[src/rtl/pipe_hazard_ctrl.sv]
// Hazard control for a 5-stage in-order pipeline: load-use stall, multi-cycle
// MUL hold in EX, deferred branch flush and EX operand forwarding selects.
module pipe_hazard_ctrl (
  input  logic       clk,
  input  logic       rstn,
  input  logic       id_valid,
  input  logic [3:0] id_opcode,
  input  logic [2:0] id_rs1,
  input  logic [2:0] id_rs2,
  input  logic [2:0] id_rd,
  input  logic       flush,
  output logic       stall,
  output logic       ex_hold,
  output logic [1:0] fwd_a,
  output logic [1:0] fwd_b
);

  localparam logic [3:0] OP_NOP   = 4'd0;
  localparam logic [3:0] OP_LOAD  = 4'd8;
  localparam logic [3:0] OP_STORE = 4'd9;
  localparam logic [3:0] OP_MUL   = 4'd10;

  typedef struct packed {
    logic       wr;
    logic       is_load;
    logic       is_mul;
    logic [2:0] rd;
  } stage_t;

  typedef enum logic {RUN, MUL_BUSY} state_t;

  state_t     state, state_nxt;
  logic [1:0] cnt, cnt_nxt;
  logic       pending_flush;
  logic       flush_eff;
  logic       load_use;
  logic       accept;

  logic       id_rd_rs1, id_rd_rs2;
  stage_t     id_dec;

  logic       vld_p0, vld_p1, vld_p2;
  stage_t     ex_p0, mem_p1, wb_p2;
  logic [2:0] ex_rs1_p0, ex_rs2_p0;

  // MEM result wins over WB; a LOAD in MEM has no data yet, r0 is never a source
  function automatic logic [1:0] fwd_sel(input logic [2:0] rs,
                                         input logic mvld, input stage_t mem,
                                         input logic wvld, input stage_t wb);
    if (mvld && mem.wr && mem.rd != 3'd0 && !mem.is_load && mem.rd == rs)
      return 2'b01;
    else if (wvld && wb.wr && wb.rd != 3'd0 && wb.rd == rs)
      return 2'b10;
    else
      return 2'b00;
  endfunction

  always_comb begin
    id_rd_rs1      = (id_opcode != OP_NOP);
    id_rd_rs2      = (id_opcode != OP_NOP) && (id_opcode != OP_LOAD);
    id_dec.wr      = (id_opcode != OP_NOP) && (id_opcode != OP_STORE);
    id_dec.is_load = (id_opcode == OP_LOAD);
    id_dec.is_mul  = (id_opcode == OP_MUL);
    id_dec.rd      = id_rd;
  end

  assign flush_eff = flush | pending_flush;
  assign load_use  = id_valid & vld_p0 & ex_p0.is_load & (ex_p0.rd != 3'd0) &
                     ((id_rd_rs1 & (ex_p0.rd == id_rs1)) |
                      (id_rd_rs2 & (ex_p0.rd == id_rs2)));
  assign accept    = id_valid & ~flush_eff & ~load_use;
  assign stall     = ex_hold | (load_use & ~flush_eff);

  // A MUL sits in EX for three cycles; only the first two hold the pipe
  always_comb begin
    state_nxt = state;
    cnt_nxt   = cnt;
    ex_hold   = 1'b0;
    case (state)
      RUN: begin
        if (vld_p0 && ex_p0.is_mul) begin
          ex_hold   = 1'b1;
          state_nxt = MUL_BUSY;
          cnt_nxt   = 2'd1;
        end
      end
      MUL_BUSY: begin
        if (cnt == 2'd1) begin
          ex_hold = 1'b1;
          cnt_nxt = 2'd0;
        end else begin
          state_nxt = RUN;
        end
      end
    endcase
  end

  always_comb begin
    fwd_a = 2'b00;
    fwd_b = 2'b00;
    if (vld_p0) begin
      fwd_a = fwd_sel(ex_rs1_p0, vld_p1, mem_p1, vld_p2, wb_p2);
      if (!ex_p0.is_load)
        fwd_b = fwd_sel(ex_rs2_p0, vld_p1, mem_p1, vld_p2, wb_p2);
    end
  end

  always_ff @(posedge clk) begin
    if (!rstn) begin
      state         <= RUN;
      cnt           <= 2'd0;
      pending_flush <= 1'b0;
      vld_p0        <= 1'b0;
      vld_p1        <= 1'b0;
      vld_p2        <= 1'b0;
    end else begin
      state <= state_nxt;
      cnt   <= cnt_nxt;
      if (ex_hold) begin
        if (flush)
          pending_flush <= 1'b1;
        vld_p1 <= 1'b0;
      end else begin
        pending_flush <= 1'b0;
        vld_p0        <= accept;
        vld_p1        <= vld_p0;
      end
      vld_p2 <= vld_p1;
    end
  end

  // ID -> EX (p0) -> MEM (p1) -> WB (p2)
  always_ff @(posedge clk) begin
    if (!ex_hold) begin
      ex_p0     <= id_dec;
      ex_rs1_p0 <= id_rs1;
      ex_rs2_p0 <= id_rs2;
      mem_p1    <= ex_p0;
    end
    wb_p2 <= mem_p1;
  end

endmodule

[config.mk]
export PLATFORM = sky130hd
export DESIGN_NAME = pipe_hazard_ctrl
export DESIGN_NICKNAME = d
export VERILOG_FILES = /design/src/rtl/pipe_hazard_ctrl.sv
export SDC_FILE = /design/constraint.sdc
export NUM_CORES = 1
export LEC_CHECK = 0
export ABC_AREA = 1
export BUFFER_PORTS_ARGS = -buffer_cell sky130_fd_sc_hd__clkbuf_2
export CORE_UTILIZATION = 55
export CTS_CLUSTER_DIAMETER = 50
export CTS_CLUSTER_SIZE = 30
export DETAILED_ROUTE_END_ITERATION = 7
export GPL_TIMING_DRIVEN = 0
export PLACE_DENSITY = 0.79
export SLEW_MARGIN = 20
export SYNTH_ARGS = -nofsm -noshare
export SYNTH_HDL_FRONTEND = slang
export SYNTH_SLANG_ARGS = --single-unit
[constraint.sdc]
create_clock -name clk -period 4.1 [get_ports clk]
set_input_delay 0.41 -clock clk [delete_from_list [all_inputs] [get_ports clk]]
set_output_delay 0.41 -clock clk [all_outputs]
set_load 0.1 [all_outputs]
; ---- Yosys cells after proc, flatten, opt, wreduce, memory -nomap -nowiden
; Cells that the tools add are included.
[word_totals]
out_inout_bits = 6
regBits = 28
[classes]
n_reduce_logical = 20
eq_ne = 13
n_mux = 13
bitwise_logic = 16
[op_table]
columns = operator, count
row1 = 3-bit equality test, 6
row2 = 2-bit 2-to-1 mux, 9
row3 = 1-bit logical AND, 12
row4 = 1-bit AND, 9
row5 = 3-bit nonzero test, 3
row6 = 4-bit equality test (second input constant), 2
row7 = 4-bit != test (second input constant), 2
row8 = 1-bit NOT, 4
row9 = 2-bit case mux with 2 select lines, 1
row10 = 2-bit AND reduction, 2
row11 = 4-bit nonzero test, 1
row12 = 1-bit bitwise OR, 3
row13 = 2-bit by 1-bit equality test with 1-bit output (second input constant), 1
row14 = 1-bit 2-to-1 mux, 2
row15 = 2-bit by 1-bit != test with 1-bit output (second input constant), 1
row16 = 2-bit != test (second input constant), 1
row17 = 1-bit case mux with 2 select lines, 1
row18 = 2-bit OR reduction, 1
row19 = 1-bit logical NOT, 1

; ---- Longest topological paths before layout
[logic_depth]
depth_word = 7
ltp_mapped = 9
ltp_nobuf = 9

; ---- Least setup slack after synthesis
; No wires, ideal clock.
[synth_timing]
path_kind = register to output
startpoint = reg mem_p1[0] (netlist name)
endpoint = out fwd_b[0]
slack_ns = 0.947
arrival_ns = 2.743
required_ns = 3.690
stages_incl_launch_ff = 4
path_cell_list = edfxtp_1 xnor2_1 nand4_1 nor3_1
[synth_between]
elab_chain_len = 7
elab_cells_between_ends = 8
classes_between = eq/ne (1) / mux (3) / reduce/logical (4)
[synth_lines]
columns = item, line_no
row1 = from (decl), 43  ; stage_t ex_p0, mem_p1, wb_p2;
row2 = from (signal assigned), 138  ; mem_p1 <= ex_p0;
row3 = 3-bit nonzero test, 50  ; if (mvld && mem.wr && mem.rd != 3'd0 && !mem.is_load && mem.rd == rs)
row4 = 1-bit logical AND (2 in series), 50
row5 = 1-bit logical AND *, 50
row6 = 2-bit 2-to-1 mux *, 50
row7 = 2-bit 2-to-1 mux *, 103  ; if (!ex_p0.is_load)
row8 = 2-bit 2-to-1 mux *, 101  ; if (vld_p0) begin
row9 = to (decl), 15  ; output logic [1:0] fwd_b
; Every way passes the cells marked *; elsewhere a longest branch is shown, timed or not.

; ---- Worst setup path after layout
[layout_timing]
startpoint = reg state
endpoint = out stall
[layout_between]
elab_chain_len = 3
[layout_lines]
columns = item, line_no
row1 = from (decl), 32  ; state_t state, state_nxt;
row2 = from (signal assigned), 117  ; state <= state_nxt;
row3 = 1-bit NOT, n/a
row4 = 1-bit case mux with 2 select lines *, 79  ; case (state)
row5 = 1-bit bitwise OR *, 72  ; assign stall = ex_hold | (load_use & ~flush_eff);
row6 = to (decl), 12  ; output logic stall,
; Marked as above.

==> impl_metrics.ini <==
[yosys]
synth_area_per_cell_um2 = 9.21
synth_area_mm2 = 0.00121
seq_area_frac_synth_pct = 58.9
synthAdderAreaFrac_pct = 0
synth_mux_area_share_pct = 0
yosys.area_share.simple_pct = 24.4
synth.top_cell.area_share_pct = 42.3
netlist.top_cell.by_area = edfxtp_1
synth_warnings = 0
ys_types = 19
synth_compound_area_share_pct = 2.49
synth_area_leaders = edfxtp_1 (42%), dfxtp_1 (17%), nand2_1 (11%), xnor2_1 (5.8%), inv_1 (4.7%)
synth_seq_cells = 27
syn_nets = 148
synth_cells = 131
synth_xor_xnor_area_share_pct = 7.99
synth_top_family_by_area = simple AND/OR/NAND/NOR gates

[critical_path]
criticalPathCategory = flip-flop to output pin
end_kind = output pin
crit_fanout = 22
reg2reg_from = state$_SDFF_PN0_
crit_arrival_ns = 2.01
start_kind = flip-flop
startpoint = state$_SDFF_PN0_
worstPathRequired_ns = 3.69

[clock_tree]
cts_resized = 0
clock_sinks = 27
ctsHoldBuffers = 0
insertion_delay_ns = 0.32
clock_path_buffers = 2
cts_setup_buffers = 0
cts_tree = done
cts_max_level = 1
cts_inserted_buffers = 3
clk_pin_slew_ns = 0.13
root_buffer = clkbuf_4

[min_path]
hp-start = id_rd[1]
hold_class = input pin to flip-flop

[global_routing]
grt_pass1_vias = 870
grt_antenna_before_repair = 0
gr-total-overflow = 0
grt_pass1_wl_um = 3370
grt_usage_pct = 18.9
grt_max_degree = 23

[drt]
vias_per_cell = 4.96
antenna_left = 0
drt-initial-drc-count = 13
postRouteWirelength_um = 1950
drc = 0
wire_per_inst_um = 10.6
routed-via-count = 913
firstDrtPassIters = 4

[sta]
worst_slew_pin_slew_ns = 0.954
fin_crit_sh_pct = 59.1
setup_viol = 0
finalHoldViolations = 0
slew_violations = 0
rsz0062_at_grt = false
setup_tns_ns = 0
period_needed_ns = 2.42
finalClockSkew_ns = 0.00361
maxSlewHeadroom_pct = 36.4
fmaxAchievable_mhz = 413

[place]
io_buffer_count = 22
placedCellCount = 180
routabilityCongestion = 0.759
dp_hpwl_um = 1520

[power_and_ir_drop]
p_leak_nw = 0.654
powerDensity_mw_per_mm2 = 346
ir_drop_mv = 0.263

[floorplan]
core_mm2 = 0.00200
io_pins = 23
initial_utilization_pct = 60.3
die_h_um = 48.8
die-area_mm2 = 0.00238
rows = 16
die_x_um = 48.8

[cells_and_area]
final_cell_mix = nand2_1 (35), clkbuf_2 (22), edfxtp_1 (17), inv_1 (15), nor2_1 (15)
final_cell_count_no_fill = 184
fillers = 160
drive_gt1_share_pct = 21.7
layout_commonest_cell = nand2_1
nets = 175
diodes = 0
synthToLayoutAreaGrowth_pct = 14.1

[run_status]
status = completed

[flow_run]
maxCapViolCount = 0
[state kept, by name (all words and copies together) (netlist names)]
register       cells
ex_p0              6
mem_p1             5
wb_p2              4
ex_rs1_p0          3
ex_rs2_p0          3
cnt                1
pending_flush      1
state              1
vld_p0             1
vld_p1             1
vld_p2             1
[final cells by class]
class / instances / area, µm² / share of cell area (%)
sequential: 27 / 711 / 51.6
multi-input combinational: 84 / 420 / 30.5
timing repair buffer: 22 / 110 / 8.00
inverter: 20 / 75.1 / 5.45
tap: 27 / 33.8 / 2.45
clock buffer: 4 / 26.3 / 1.91
[kinds of logic after synthesis]
| family | count (synthesis) |
|---|---|
| buffers and inverters | 20 |
| AOI/OAI and AO/OA | 4 |
| and+or+nand+nor | 69 |
| DFF | 27 |
| xor gates and xnor gates | 11 |
[synthesized netlist by cell type]
cell       n
nand2_1   35
edfxtp_1  17
inv_1     15
nor2_1    15
dfxtp_1   10
nor3_1     8
xnor2_1    8
inv_2      5
nand3_1    4
nand4_1    3
xor2_1     3
a21oi_1    1
a21oi_2    1
and2_1     1
and3_1     1
nor2_2     1
o21ai_2    1
o21bai_1   1
or2_4      1
[per-layer routing]
layer,GRT usage [%],share of wire [%],vias to the layer above
met2,34.0,49,37
met3,2.80,5.3,9
met5,0,0,-
met4,9.31,3.3,0
met1,21.8,43,397
li1,-,-,470
[power breakdown]
| part | leakage (nW) | switching [W] | internal, W |
|---|---|---|---|
| logic | 0.377 | 0.0000282 | 0.0000223 |
| clock network | 0.0150 | 0.0000720 | 0.0000381 |
| registers | 0.262 | 0.0000119 | 0.000303 |
[critical path, stage by stage, from the launching register on]
cell and delay [ns]:
dfxtp_1 0.37, inv_2 0.05, o21ai_2 0.75, nand2_1 0.11
clkbuf_2 0.40
[stage by stage]
stage / util (%) / area [µm²] / setup slack (ns) / hold WS (ns) / total power, W
after global placement: 67.4 / 1350 / 2.04 / 0.358 / 0.000369
final: 68.8 / 1380 / 1.68 / 0.259 / 0.000476
after global routing: 68.8 / 1380 / 1.47 / 0.235 / 0.000499
after CTS: 68.8 / 1380 / 1.64 / 0.254 / 0.000478
after floorplan: - / 1210 / 0.947 / 0.349 / 0.000353
after detailed placement: 67.4 / 1350 / 2.02 / 0.357 / 0.000371
[final timing paths]
path | end | slack, ns | cells after the start
setup / recovery | stall | 1.68 | 4
hold / removal | ex_p0[1]$_DFFE_PN_ | 0.26 | 1
setup reg to reg | vld_p0$_SDFFE_PN0N_ | 2.40 | 6
hold reg to reg | wb_p2[5]$_DFF_P_ | 0.38 | 0
No activity file was read; power rests on OpenSTA's default activity.
